<file path="config.mk">
export PLATFORM = sky130hd
export DESIGN_NAME = aer_rr_arbiter
export DESIGN_NICKNAME = d
export VERILOG_FILES = /design/src/rtl/aer_pkg.sv /design/src/rtl/aer_rr_pick.sv /design/src/rtl/aer_rr_arbiter.sv
export SDC_FILE = /design/constraint.sdc
export NUM_CORES = 1
export LEC_CHECK = 0
export CORE_UTILIZATION = 42
export CTS_CLUSTER_SIZE = 12
export DETAILED_ROUTE_END_ITERATION = 10
export PLACE_DENSITY = 0.83
export SKIP_LAST_GASP = 1
export SLEW_MARGIN = 25
export SYNTH_ARGS = -nofsm -noshare
export SYNTH_HDL_FRONTEND = slang
export SYNTH_SLANG_ARGS = --single-unit
</file>
<file path="constraint.sdc">
create_clock -name clk -period 1.8 [get_ports clk]
set_input_delay 0.36 -clock clk [delete_from_list [all_inputs] [get_ports clk]]
set_output_delay 0.36 -clock clk [all_outputs]
set_load 0.03 [all_outputs]
</file>
<file path="src/rtl/aer_pkg.sv">
// Shared types for the AER round-robin event arbiter.
// Handshake state encoding and the {up,down} polarity codes.
package aer_pkg;

    localparam int STATE_W = 2;

    typedef enum logic [STATE_W-1:0] {
        IDLE  = 2'd0,
        GRANT = 2'd1,
        SEND  = 2'd2,
        ACK   = 2'd3
    } aer_state_e;

    // Polarity codes laid out as {up, down}
    localparam logic [1:0] POL_UP   = 2'b10;
    localparam logic [1:0] POL_DOWN = 2'b01;
    localparam logic [1:0] POL_NONE = 2'b00;

endpackage

</file>
<file path="src/rtl/aer_rr_pick.sv">
// Rotating priority encoder: first set bit of pend_i at or after ptr_i,
// wrapping modulo N.
module aer_rr_pick #(
    parameter  int N  = 4,
    localparam int AW = $clog2(N)
) (
    input  logic [N-1:0]  pend_i,
    input  logic [AW-1:0] ptr_i,
    output logic          found_o,
    output logic [AW-1:0] idx_o
);

    logic [AW-1:0] cand;

    // Walk offsets from far to near so the nearest pending channel wins
    always_comb begin
        found_o = |pend_i;
        idx_o   = '0;
        cand    = '0;
        for (int i = N - 1; i >= 0; i--) begin
            cand = AW'((int'(ptr_i) + i) % N);
            if (pend_i[cand]) begin
                idx_o = cand;
            end
        end
    end

endmodule

</file>
<file path="src/rtl/aer_rr_arbiter.sv">
// N-channel AER event arbiter with round-robin fairness and start/done
// link handshake. Optional watchdog abort enabled by AER_ARB_TIMEOUT_EN.
module aer_rr_arbiter #(
    parameter  int N_CH    = 4,
    parameter  int TIMEOUT = 255,
    localparam int ADDR_W  = $clog2(N_CH)
) (
    input  logic              clk,
    input  logic              reset,
    input  logic [N_CH-1:0]   ch_up,
    input  logic [N_CH-1:0]   ch_down,
    input  logic              fs_sen,
    input  logic              fe_d,
    output logic              go,
    output logic [ADDR_W-1:0] addr,
    output logic              up,
    output logic              down,
    output logic [N_CH-1:0]   ch_ack,
    output logic              err
);

    import aer_pkg::*;

    if (N_CH < 2 || N_CH > 16 || TIMEOUT < 1) begin : g_bad_cfg
        $error("aer_rr_arbiter: unsupported N_CH or TIMEOUT");
    end

    aer_state_e        state_q, state_d;
    logic [ADDR_W-1:0] ptr_q, ptr_d;
    logic [ADDR_W-1:0] addr_q, addr_d;
    logic [1:0]        pol_q, pol_d;
    logic [N_CH-1:0]   pend;
    logic              found;
    logic [ADDR_W-1:0] pick_idx;
    logic [ADDR_W-1:0] ptr_nxt;
    logic              req_g;
    logic              tmo;
    logic              abort;

    assign pend = ch_up | ch_down;

    aer_rr_pick #(.N(N_CH)) u_pick (
        .pend_i  (pend),
        .ptr_i   (ptr_q),
        .found_o (found),
        .idx_o   (pick_idx)
    );

    assign ptr_nxt = (addr_q == ADDR_W'(N_CH - 1)) ? '0 : addr_q + 1'b1;
    assign req_g   = (pol_q[1] & ch_up[addr_q]) | (pol_q[0] & ch_down[addr_q]);

`ifdef AER_ARB_TIMEOUT_EN
    localparam int CNT_W = $clog2(TIMEOUT + 1);
    logic [CNT_W-1:0] cnt_q, cnt_d;

    // Restarts on every state change so GRANT and SEND are timed separately
    always_comb begin
        cnt_d = '0;
        if ((state_q == GRANT || state_q == SEND) && state_d == state_q) begin
            cnt_d = cnt_q + 1'b1;
        end
    end

    always_ff @(posedge clk) begin
        if (reset) begin
            cnt_q <= '0;
        end else begin
            cnt_q <= cnt_d;
        end
    end

    assign tmo = (cnt_q == CNT_W'(TIMEOUT - 1));
    assign err = abort;
`else
    assign tmo = 1'b0;
    assign err = 1'b0;
`endif

    always_comb begin
        state_d = state_q;
        ptr_d   = ptr_q;
        addr_d  = addr_q;
        pol_d   = pol_q;
        abort   = 1'b0;
        unique case (state_q)
            IDLE: begin
                if (found) begin
                    state_d = GRANT;
                    addr_d  = pick_idx;
                    pol_d   = ch_up[pick_idx] ? POL_UP : POL_DOWN;
                end
            end
            GRANT: begin
                if (fs_sen) state_d = SEND;
                else        abort   = tmo;
            end
            SEND: begin
                if (fe_d) state_d = ACK;
                else      abort   = tmo;
            end
            ACK: begin
                if (!req_g && !fe_d) begin
                    state_d = IDLE;
                    ptr_d   = ptr_nxt;
                    pol_d   = POL_NONE;
                end
            end
        endcase
        // Aborted event still counts as served for fairness
        if (abort) begin
            state_d = IDLE;
            ptr_d   = ptr_nxt;
            pol_d   = POL_NONE;
        end
    end

    always_ff @(posedge clk) begin
        if (reset) begin
            state_q <= IDLE;
            ptr_q   <= '0;
            addr_q  <= '0;
            pol_q   <= POL_NONE;
        end else begin
            state_q <= state_d;
            ptr_q   <= ptr_d;
            addr_q  <= addr_d;
            pol_q   <= pol_d;
        end
    end

    always_comb begin
        ch_ack = '0;
        if (state_q == ACK) begin
            ch_ack[addr_q] = 1'b1;
        end
    end

    assign go   = (state_q == GRANT) || (state_q == SEND);
    assign addr = addr_q;
    assign up   = pol_q[1];
    assign down = pol_q[0];

endmodule

</file>
# Word level (Yosys, flattened, before mapping)
# Index checks and enable logic that the tools add are counted.
dict set report word_totals {
  out_inout_bits 10
  ram_bits 0
  reg_bits 8
  inputBits 12
  latch_bits 0
  mem_bits_ro 0
  memories 0
  word_cells 69
}
dict set report classes {
  magnitude_cmp 7
  n_addsub 4
  mul 0
  n_mux 30
  shifts 0
  div_mod_pow 0
  reduce_logical 12
  eq_ne 8
  n_bitwise 4
}
# cell count
set ops {}
lappend ops {{2-to-1 mux 2 bit} 11}
lappend ops {{< comparator 2 x 3 -> 1 bit, second input constant} 6}
lappend ops {{binary-select mux 1 bit (select 2 bit)} 7}
lappend ops {{2-to-1 mux 1 bit} 8}
lappend ops {{inequality test 2 bit, second input constant} 4}
lappend ops {{one-hot mux 2 bit (4 select lines)} 1}
lappend ops {{== test 2 bit, second input constant} 3}
lappend ops {{adder 2 x 1 -> 2 bit, second input constant} 2}
lappend ops {{adder 2 bit, second input constant} 2}
lappend ops {{2-to-1 mux 4 bit} 1}
lappend ops {{OR 4 bit} 1}
lappend ops {{one-hot mux 2 bit (2 select lines)} 1}
lappend ops {{AND reduction 2 bit} 2}
lappend ops {{AND reduction 4 bit} 1}
lappend ops {{OR reduction 4 bit} 1}
lappend ops {{AND reduction 3 bit} 1}
lappend ops {{bitwise AND 1 bit} 2}
lappend ops {{demux 1 bit (select 2 bit)} 1}
lappend ops {{== test 2 x 1 -> 1 bit, second input constant} 1}
lappend ops {{>= comparator 2 x 1 -> 1 bit, second input constant} 1}
lappend ops {{logical AND 1 bit} 2}
lappend ops {{zero test 1 bit} 2}
lappend ops {{zero test 2 bit} 1}
lappend ops {{nonzero test 2 bit} 1}
lappend ops {{2 further kinds} 2}

# Logic depth before layout (Yosys ltp)
# Gate-level depths: netlist of run 1.
dict set report depth {
  depth_word 12
  ltp_mapped 6
  ltp_nobuf 6
}

# Hierarchy
# Synthesis of run 1 repeated with hierarchy kept, for this count alone.
dict set report unflattened {
  hier_cells 89
  hier_area_um2 755.7
}
# mod area_per_inst_um2 instances seq_area_each_um2 cells_each
set by_module_without_submodules {}
lappend by_module_without_submodules {aer_rr_arbiter 678.2 1 160.2 76}
lappend by_module_without_submodules {aer_rr_pick 77.6 1 0.0 13}

# Worst setup path after synthesis of run 1
# OpenSTA, ideal clock, no wires.
dict set report synth_timing {
  kind {register to register}
  from {reg addr_q[1], in the netlist addr[1]}
  to {reg pol_q[1]}
  n_path_buf 0
  slack_ns -0.207
  required_time_ns 1.678
  synth_period_minus_slack_ns 2.007
  setup_time_ns 0.122
  path_stages_with_launch 6
  arrival_ns 1.885
  cell_sequence {dfxtp_1 > mux4_1 > nand2_1 > nand3_2 > o21a_1 > a221o_1}
}
dict set report synth_via {
  elab_chain_cells 8
  word_cells_on_any_way 11
  classes_between {eq/ne: 1; mux: 4; bitwise: 3; reduce/logical: 3}
}
# item line_no
set synth_rtl {}
lappend synth_rtl {{start, declared} aer_rr_arbiter.sv:30} ;# logic [ADDR_W-1:0] addr_q, addr_d;
lappend synth_rtl {{start signal, assigned} aer_rr_arbiter.sv:126} ;# addr_q <= addr_d;
lappend synth_rtl {{binary-select mux 1 bit (select 2 bit)} aer_rr_arbiter.sv:50} ;# assign req_g = (pol_q[1] & ch_up[addr_q]) | (pol_q[0] & ch_down[addr_q]);
lappend synth_rtl {{2-to-1 mux 1 bit (implied by the code)} aer_rr_arbiter.sv:50}
lappend synth_rtl {{bitwise AND 1 bit} aer_rr_arbiter.sv:50}
lappend synth_rtl {{OR 1 bit (*)} aer_rr_arbiter.sv:50}
lappend synth_rtl {{zero test 1 bit (*)} aer_rr_arbiter.sv:102} ;# if (!req_g && !fe_d) begin
lappend synth_rtl {{logical AND 1 bit (*)} aer_rr_arbiter.sv:102}
lappend synth_rtl {{inequality test 2 bit (no line) (*)} n/a}
lappend synth_rtl {{AND reduction 3 bit (no line) (*)} n/a}
lappend synth_rtl {{end signal, assigned} aer_rr_arbiter.sv:127} ;# pol_q <= pol_d;
lappend synth_rtl {{end, declared} aer_rr_arbiter.sv:31} ;# logic [1:0] pol_q, pol_d;
# Mark *: on every way between the ends. The rest lies on a longest branch, timed or not. The select of a mux whose other input is x is not followed.
# A chain may end at the register's enable or synchronous reset.

# Worst setup path after layout of run 1
dict set report layout_timing {
  from {in ch_down[0]}
  to {reg pol_q[1]}
}
dict set report layout_via {
  elab_chain_cells 12
  word_cells_on_any_way 28
  classes_between {eq/ne: 2; mux: 19; bitwise: 3; reduce/logical: 4}
}
# item line_no
set layout_rtl {}
lappend layout_rtl {{start, declared} aer_rr_arbiter.sv:11} ;# input logic [N_CH-1:0] ch_down,
lappend layout_rtl {{OR 4 bit} aer_rr_arbiter.sv:40} ;# assign pend = ch_up | ch_down;
lappend layout_rtl {{binary-select mux 1 bit (select 2 bit)} aer_rr_pick.sv:22} ;# if (pend_i[cand]) begin
lappend layout_rtl {{2-to-1 mux 1 bit (implied by the code)} aer_rr_pick.sv:22}
lappend layout_rtl {{2-to-1 mux 2 bit (4 in a row)} aer_rr_pick.sv:22}
lappend layout_rtl {{binary-select mux 1 bit (select 2 bit)} aer_rr_arbiter.sv:90} ;# pol_d = ch_up[pick_idx] ? POL_UP : POL_DOWN;
lappend layout_rtl {{2-to-1 mux 1 bit (implied by the code)} aer_rr_arbiter.sv:90}
lappend layout_rtl {{2-to-1 mux 2 bit} aer_rr_arbiter.sv:90}
lappend layout_rtl {{2-to-1 mux 2 bit} aer_rr_arbiter.sv:87} ;# if (found) begin
lappend layout_rtl {{one-hot mux 2 bit (2 select lines)} aer_rr_arbiter.sv:85} ;# unique case (state_q)
# Several ways; a longest one is shown, not always the timed one. The select of a mux whose other input is x is not followed.

==> results of run 1 <==
==> power groups by stage <==
| stage | combinational (uW) | clock, uW | sequential, uW |
|---|---|---|---|
| finish | 590 | 164 | 250 |
| global placement | 552 | 0 | 250 |
| global route | 649 | 179 | 257 |
| floorplan | 309 | 0 | 299 |
| detailed placement | 575 | 0 | 254 |
| CTS | 558 | 166 | 250 |
==> layer usage <==
layer	global-route usage (%)	vias to the layer above	wire length, um
li1	-	424	-
met1	30.4	408	954
met2	40.6	45	1180
met3	6.35	12	130
met4	15.3	0	95
met5	0	-	0
==> cells in the mapped netlist <==
library cell,instances
a211oi_1,1
a21boi_0,1
a21oi_1,4
a21oi_2,1
a221o_1,1
a221oi_2,1
a311oi_2,1
a31oi_1,1
and2_1,4
and2_2,1
and2b_2,1
buf_4,2
conb_1,1
dfxtp_1,8
ha_1,9
inv_1,9
mux2_1,1
mux2_2,1
mux2_4,1
mux2i_1,4
mux4_1,1
nand2_1,2
nand2b_1,4
nand3_1,2
nand3_2,1
nor2_1,10
nor3_1,1
nor3_2,1
nor4_1,1
o211ai_1,3
o21a_1,1
o21ai_0,1
o21ai_1,2
o21ba_2,1
o21bai_1,2
o221ai_1,1
o22ai_1,1
o311ai_1,1
or2_1,2
or2_2,1
or3_1,1
or4_1,2
==> kinds of logic after synthesis <==
group | count (synthesis) | synth area share, %
flops | 8 | 19.9
fa+ha+maj | 9 | 14.0
compound gates | 24 | 22.8
other cells | 1 | 0.465
mux | 8 | 12.9
buf+inv | 11 | 6.06
simple gates | 34 | 23.9
==> how the worst max path moves through the flow <==
stage                                    start               endpoint  slack [ps]  depth (start not counted)
final                               ch_down[0]  pol_q[1]$_SDFFE_PP0P_          10                          6
after global routing                ch_down[3]  pol_q[1]$_SDFFE_PP0P_         -50                          6
after CTS                 addr[1]$_SDFFE_PP0P_  pol_q[1]$_SDFFE_PP0P_          10                          5
after detailed placement            ch_down[1]  pol_q[1]$_SDFFE_PP0P_        -480                          6
after global placement              ch_down[1]  pol_q[1]$_SDFFE_PP0P_        -430                          6
after floorplan           addr[1]$_SDFFE_PP0P_  pol_q[1]$_SDFFE_PP0P_          40                          5
==> critical path, delay by kind of cell <==
| family | cells | cell delay (ps) |
|---|---|---|
| AOI/OAI and AO/OA | 4 | 790 |
| and+or+nand+nor | 1 | 560 |
| buffers and inverters | 1 | 220 |
==> what timing repair did <==
| action | CTS | global route |
|---|---|---|
| pin swaps | 5 | 3 |
| buffers inserted | 0 | 1 |
| gates resized for setup | 14 | 14 |
| hold buffers | 0 | 0 |
| cloned | 0 | 0 |
| endpoints found under the setup margin | 10 | 3 |
==> flip-flops by register name, indices dropped and copies added (netlist names) <==
name,cells
addr,2
pol_q,2
ptr_q,2
state_q,2
==> metrics by stage <==
stage / power (uW) / hold WS [ps]
floorplan: 609 / 457
global placement: 802 / 485
detailed placement: 829 / 492
CTS: 975 / 502
global route: 1090 / 535
finish: 1000 / 517
==> area by class of cell <==
type | instances | area, um2
Inverter | 9 | 33.8
Tap cell | 25 | 31.3
Multi-Input combinational cell | 76 | 626
Fill cell | 156 | 574
Clock buffer | 4 | 26.3
Sequential cell | 8 | 165
Timing Repair Buffer | 38 | 308
==> flow_summary.ini, run 1 <==
[clock_tree]
cts_buffers = 3
cts-root-buf = clkbuf_4
cts_sinks = 8
cts_tree = yes
htree_levels = 1
clk_pin_slew_ps = 60
clkLatencyLatePin_ps = 260
cts_buffer_depth = 2

[timing]
relSlewSlack_pct = 67.0
fin_tns_setup_ps = 0
rsz0062_at_grt = yes
min_period_ps = 1790
worst_pin_slew_ps = 488
post-route-period-util_pct = 99.3
setup_viol = 0
finClkSkew_ps = 3.58
hold_viol_final = 0
fmax_mhz = 560
fin_ws_ps = 12.7
slew_viol_final = 0

[detailed_routing]
drt_first_iter_violations = 23
routed_wirelength_mm = 2.36
num_vias = 889
wl_per_cell_um = 14.8
route.detailed.drc = 0
via_per_inst = 5.56
ant_nets = 0
dr.pass1.iters = 4

[power_and_ir_drop]
power_density_nw_per_um2 = 843
p_clk_share_pct = 16.3
internal_power_uw = 567
vdd_drop_max_mv = 0.454
switchingPower_uw = 435
seqPwrFrac_pct = 24.9
p_leak_uw = 0.000519
switching_share_pct = 43.4
combPwrFrac_pct = 58.8

[critical_path]
crit_slowest_cell = or4_4
timing.rr.start = addr[1]$_SDFFE_PP0P_
rr_endpoint = pol_q[1]$_SDFFE_PP0P_
rrSetupSlack_ps = 40
reg2reg_depth = 5
critPathMaxStageDelay_ps = 560
arrival_ps = 1940
cp-start-kind = input port
critPathCaptureType = flop
path_cells = clkdlybuf4s15_1 > or4_4 > o211ai_1 > a211oi_2 > a21boi_1 > a221o_1
critPathRequiredTime_ps = 1950
crit_fanout = 4
crit_type = input port to flop

[synthesis]
syn_inst = 95
synth_area_um2 = 806
synth_top_area_cell = dfxtp_1
syn_avg_cell_area_um2 = 8.48
synthTopCellsByArea = dfxtp_1 (20%), ha_1 (14%), mux2i_1 (5.0%), nor2_1 (4.7%), inv_1 (4.2%)
synth.top_cell.area_share_pct = 19.9
seq_area_frac_synth_pct = 19.9
synth_warnings = 0
syn_nets = 116
synth-seq-cells = 8
synth.distinct_cells = 42

[floorplan]
std_cell_rows = 15
die_x_um = 45.8
ioPinCount = 22
start_util_pct = 45.7
fp.coreArea_um2 = 1760
die_y_um = 45.8
die_area_um2 = 2100

[layout]
antenna_cells = 0
syn_to_final_growth_pct = 47.7
postLayoutCoreUtil_pct = 67.4
layoutNonFillerInstCount = 160
fin_nets = 157
layout_common_cells = buf_4 (22), inv_1 (9), nor2_1 (9)
post-route-cell-area_um2 = 1190
final_common_cell = buf_4
drive_above_1_share_pct = 35.6

[placed_design]
place_area_um2 = 1140
place_ws_ps = -475
dp_cells = 155
gp_congestion = 0.931
dp_hpwl_mm = 1.76
port_buffers = 20

[min_path]
hold_path.class = flop to flop
hold_end = ptr_q[0]$_SDFFE_PP0P_
holdPathStages = 2
hp-start = ptr_q[0]$_SDFFE_PP0P_

[global_route]
antenna_found_initial = 0
grt_overflow = 0
grt_usage_pct = 25.4
grt_pass1_wl_mm = 3.73
grt_max_degree = 10
grt_pass1_vias = 811

[run_status]
status = complete, no violations

[run]
drv_cap = 0
Note: power is estimated with default switching activity, not from simulation.
==> run 2: changes to the inputs <==
- CORE_UTILIZATION: 42 -> 47
- PLACE_DENSITY: 0.83 -> 0.87
- clock period: 1.8 -> 2 ns (I/O delays scaled with it)
==> run 2 against run 1 <==
Effect of this change:
- the flow now finishes with violations (design-rule violations)
- core utilization is 7.0 points higher
- largest power group unchanged
- via count down 7.3%
- largest cell class unchanged
- total power shrank 16%
==> flow_summary.ini, run 2 (same netlist as run 1, synthesis figures left out) <==
[run_status]
status = finished with violations
violations = design-rule violations

[timing]
hold_ws_ps = 497
hold_viol_final = 0
rsz0062_at_grt = no
setup_viol = 0
slew_viol_final = 0
finClkSkew_ps = 9.88
post-route-period-util_pct = 94.3
min_period_ps = 1890
fmax_mhz = 530

[clock_tree]
cts-root-buf = clkbuf_4
cts_buffer_depth = 2
htree_levels = 1
clk_pin_slew_ps = 60
hold_buffers = 0
cts_sinks = 8
clkLatencyLatePin_ps = 260
cts_buffers = 3
cts_tree = yes

[layout]
layoutNonFillerInstCount = 146
drive_above_1_share_pct = 25.4
fillCellCount = 123
antenna_cells = 0
multiInputGateArea_um2 = 621
final_common_cell = buf_4
layout_common_cells = buf_4 (14), nor2_1 (10), dlygate4sd2_1 (10)
postLayoutCoreUtil_pct = 74.4
syn_to_final_growth_pct = 43.9
post-route-cell-area_um2 = 1160
seq_area_um2 = 163
fin_nets = 153

[floorplan]
die_y_um = 43.4
std_cell_rows = 14
fp.coreArea_um2 = 1560
ioPinCount = 22
die_x_um = 43.4
start_util_pct = 51.7
die_area_um2 = 1880

[critical_path]
critPathRequiredTime_ps = 2140
cp-start-kind = flop
critPathCaptureType = flop
path_cells = mux4_1 > nand2_1 > nand3_2 > o21a_1 > a221o_1
crit_slowest_cell = mux4_1
crit_type = flop to flop
arrival_ps = 2030
critPathMaxStageDelay_ps = 610
crit_fanout = 8

[global_route]
grt_usage_pct = 25.5
grt_pass1_vias = 825
antenna_found_initial = 0
grt_max_degree = 10
grt_overflow = 0
grt_pass1_wl_mm = 3.65

[placed_design]
place_area_um2 = 1100
dp_hpwl_mm = 1.71
gp_congestion = 0.874
dp_cells = 141
port_buffers = 20

[run]
drv_cap = 0

[power_and_ir_drop]
power_uw = 842
vdd_drop_max_mv = 0.753
p_leak_uw = 0.000536
power_density_nw_per_um2 = 726

[detailed_routing]
drt_first_iter_violations = 22
dr.pass1.iters = 7
ant_nets = 0
via_per_inst = 5.64
routed_wirelength_mm = 2.14
route.detailed.drc = 4
wl_per_cell_um = 14.6
num_vias = 824

[min_path]
hold_path.class = flop to flop
run 2: cell count changes in the layout (fill, tap and decap cells not counted), sizes merged:
cell / previous run / this run
clkdlybuf4s50: 5 / 7
clkdlybuf4s15: 3 / 0
dlymetal6s2s: 0 / 3
buf: 22 / 14
dlygate4sd2: 6 / 10
clkbuf: 6 / 3
run 2: worst paths after layout:
path	start	end	slack, ps	depth (start not counted)
setup / recovery	addr[1]$_SDFFE_PP0P_	pol_q[1]$_SDFFE_PP0P_	110	5
hold / removal	ptr_q[0]$_SDFFE_PP0P_	ptr_q[0]$_SDFFE_PP0P_	500	2
setup reg to reg	addr[1]$_SDFFE_PP0P_	pol_q[1]$_SDFFE_PP0P_	110	5
hold reg to reg	ptr_q[0]$_SDFFE_PP0P_	ptr_q[0]$_SDFFE_PP0P_	500	2
run 2: repair_timing:
action	4_1_cts	5_1_grt
pin swaps	2	3
buffers inserted	1	1
endpoints found under the setup margin	7	3
resized for setup	15	4
run 2: layout make-up:
| class | count | share of cell area (%) |
|---|---|---|
| Sequential cell | 8 | 14.0 |
| Inverter | 9 | 2.91 |
| Timing Repair Buffer | 34 | 25.9 |
| Tap cell | 16 | 1.73 |
| Clock buffer | 3 | 1.94 |
| Multi-Input combinational cell | 76 | 53.5 |
run 2: where the power goes:
part	switching [uW]	total (uW)	internal, uW
sequential	43.1	240	197
combinational	261	474	213
clock	58.9	128	69.0
run 2: per-stage QoR:
stage               setup TNS, ps  worst slack (ps)
detailed placement          -1600              -356
global placement            -1300              -289
CTS                         -93.5             -93.5
finish                          0               114
floorplan                       0               150
global route                    0              40.4
run 2: worst max-delay path: cells and delay by family (launching register included):
family | cells | cell delay, ps
DFF | 1 | 440
AOI/OAI and AO/OA | 2 | 480
muxes | 1 | 610
and+or+nand+nor | 2 | 240
run 2: metal layers:
| metal | vias to the layer above | routed length (um) | track usage (%) |
|---|---|---|---|
| met4 | 0 | 0 | 2.50 |
| li1 | 410 | - | - |
| met3 | 0 | 112 | 2.92 |
| met2 | 26 | 1090 | 48.8 |
| met5 | - | 0 | 0 |
| met1 | 388 | 935 | 31.5 |
==> run 3: changes to the inputs <==
- CORE_UTILIZATION: 47 -> 42
- PLACE_DENSITY: 0.87 -> 0.83
- SLEW_MARGIN: 25 -> 20
- clock period: 2 -> 1.7 ns (I/O delays scaled with it)
==> run 3 against run 2 <==
Effect of this change:
- combinational power up 27%
- via count is 1.7% higher
- register-to-register slack worse by 160 ps
- critical endpoint unchanged
- routed wire length down 1.2%
- final cell count increased by 8.2%
- cell area rose by 2.6%
- highest routed layer is now met4
- sequential power up 14%
- clock power is 28% higher
- setup slack worse by 170 ps
- clock-buffer cell count grew 1
- the flow finishes with violations (negative setup slack)
==> flow_summary.ini, run 3 (same netlist as run 1, synthesis figures left out) <==
[run_status]
status = finished with violations
violations = negative setup slack

[timing]
fmax_mhz = 568
slew_viol_final = 0
hold_viol_final = 0
finClkSkew_ps = 9.61
fin_ws_ps = -60.5
setup_viol = 2
min_period_ps = 1760
hold_ws_ps = 526
rsz0062_at_grt = yes
post-route-period-util_pct = 104

[power_and_ir_drop]
internal_power_uw = 601
seqPwrFrac_pct = 26.3
power_uw = 1040
power_density_nw_per_um2 = 875
combPwrFrac_pct = 57.9
switchingPower_uw = 440
vdd_drop_max_mv = 0.438
p_clk_share_pct = 15.7
switching_share_pct = 42.3
p_leak_uw = 0.000510

[placed_design]
port_buffers = 20
dp_cells = 153
gp_congestion = 0.834
place_area_um2 = 1120
dp_hpwl_mm = 1.67

[floorplan]
start_util_pct = 45.7
die_y_um = 45.8
die_x_um = 45.8
die_area_um2 = 2100
std_cell_rows = 15
ioPinCount = 22
fp.coreArea_um2 = 1760

[critical_path]
critPathRequiredTime_ps = 1860
crit_slowest_cell = or4_4
critPathCaptureType = flop
crit_fanout = 3
critPathMaxStageDelay_ps = 540
cp-start-kind = input port
critPathBufInv = 1
path_cells = dlygate4sd2_1 > or4_4 > o211ai_1 > a211oi_2 > a21boi_0 > a221o_1
cp_top_family = compound AO/OA/AOI/OAI gates
crit_type = input port to flop
arrival_ps = 1920

[layout]
syn_to_final_growth_pct = 47.7
layout_common_cells = buf_4 (20), nor2_1 (10), inv_1 (9)
drive_above_1_share_pct = 33.1
final_common_cell = buf_4
antenna_cells = 0
fin_nets = 155
post-route-cell-area_um2 = 1190
postLayoutCoreUtil_pct = 67.4
layoutNonFillerInstCount = 158

[clock_tree]
htree_levels = 1
cts_buffers = 3
cts-root-buf = clkbuf_4
hold_buffers = 0
clkLatencyLatePin_ps = 260
clk_pin_slew_ps = 60
cts_sinks = 8
cts_tree = yes
cts_buffer_depth = 2

[global_route]
grt_usage_pct = 21.7
grt_max_degree = 10
grt_pass1_wl_mm = 3.19
grt_pass1_vias = 787
grt_overflow = 0
antenna_found_initial = 0

[min_path]
hold_path.class = flop to flop

[detailed_routing]
drt_first_iter_violations = 15
num_vias = 838
route.detailed.drc = 0
routed_wirelength_mm = 2.11
dr.pass1.iters = 4
wl_per_cell_um = 13.4
via_per_inst = 5.30
ant_nets = 0

[run]
drv_cap = 0
## run 3: through the flow
stage                     worst slack (ps)  setup TNS [ps]
after global placement                -502           -2960
after detailed placement              -551           -3290
final                                -60.5            -106
after floorplan                      -55.8           -62.3
after CTS                            -73.9            -122
after global routing                  -126            -420
## run 3: worst reg2reg max path, stage by stage, from the launching register on
cell	delay (ps)
dfxtp_4	370
mux2_4	330
a221oi_4	310
nand3_2	160
o21a_1	190
a221o_1	280
## run 3: path summary, 6_finish.rpt
| check | from | endpoint | slack, ps | cells after the start |
|---|---|---|---|---|
| hold / removal | state_q[1]$_SDFFE_PP0P_ | state_q[1]$_SDFFE_PP0P_ | 530 | 2 |
| hold reg to reg | state_q[1]$_SDFFE_PP0P_ | state_q[1]$_SDFFE_PP0P_ | 530 | 2 |
| setup / recovery | ch_down[1] | pol_q[1]$_SDFFE_PP0P_ | -60 | 6 |
| setup reg to reg | addr[1]$_SDFFE_PP0P_ | pol_q[1]$_SDFFE_PP0P_ | -50 | 5 |
## run 3: layer usage
metal | part of all wire, % | wire (um) | vias up | track usage [%]
li1 | - | - | 419 | -
met1 | 44 | 935 | 373 | 25.1
met2 | 46 | 980 | 35 | 36.0
met3 | 5.2 | 110 | 11 | 5.16
met4 | 4.1 | 86 | 0 | 12.9
met5 | 0 | 0 | - | 0
## run 3: layout make-up
class	count	area (um2)
inverters	9	33.8
clock buffers	4	26.3
flip-flops and latches	8	165
repair buffers	36	302
well taps	25	31.3
multi-input cells	76	632
fillers	150	574
## run 3: power by group through the flow
stage	logic [uW]	registers (uW)	clock network (uW)
2_1_floorplan	328	317	0
3_3_place_gp	561	275	0
3_5_place_dp	581	278	0
4_1_cts	576	275	169
5_1_grt	651	281	179
6_report	603	274	164
## run 3: what timing repair did
item / in CTS / in global routing
pin swaps: 2 / 3
setup buffers: 0 / 1
setup endpoints to repair: 10 / 11
gates resized for setup: 13 / 7
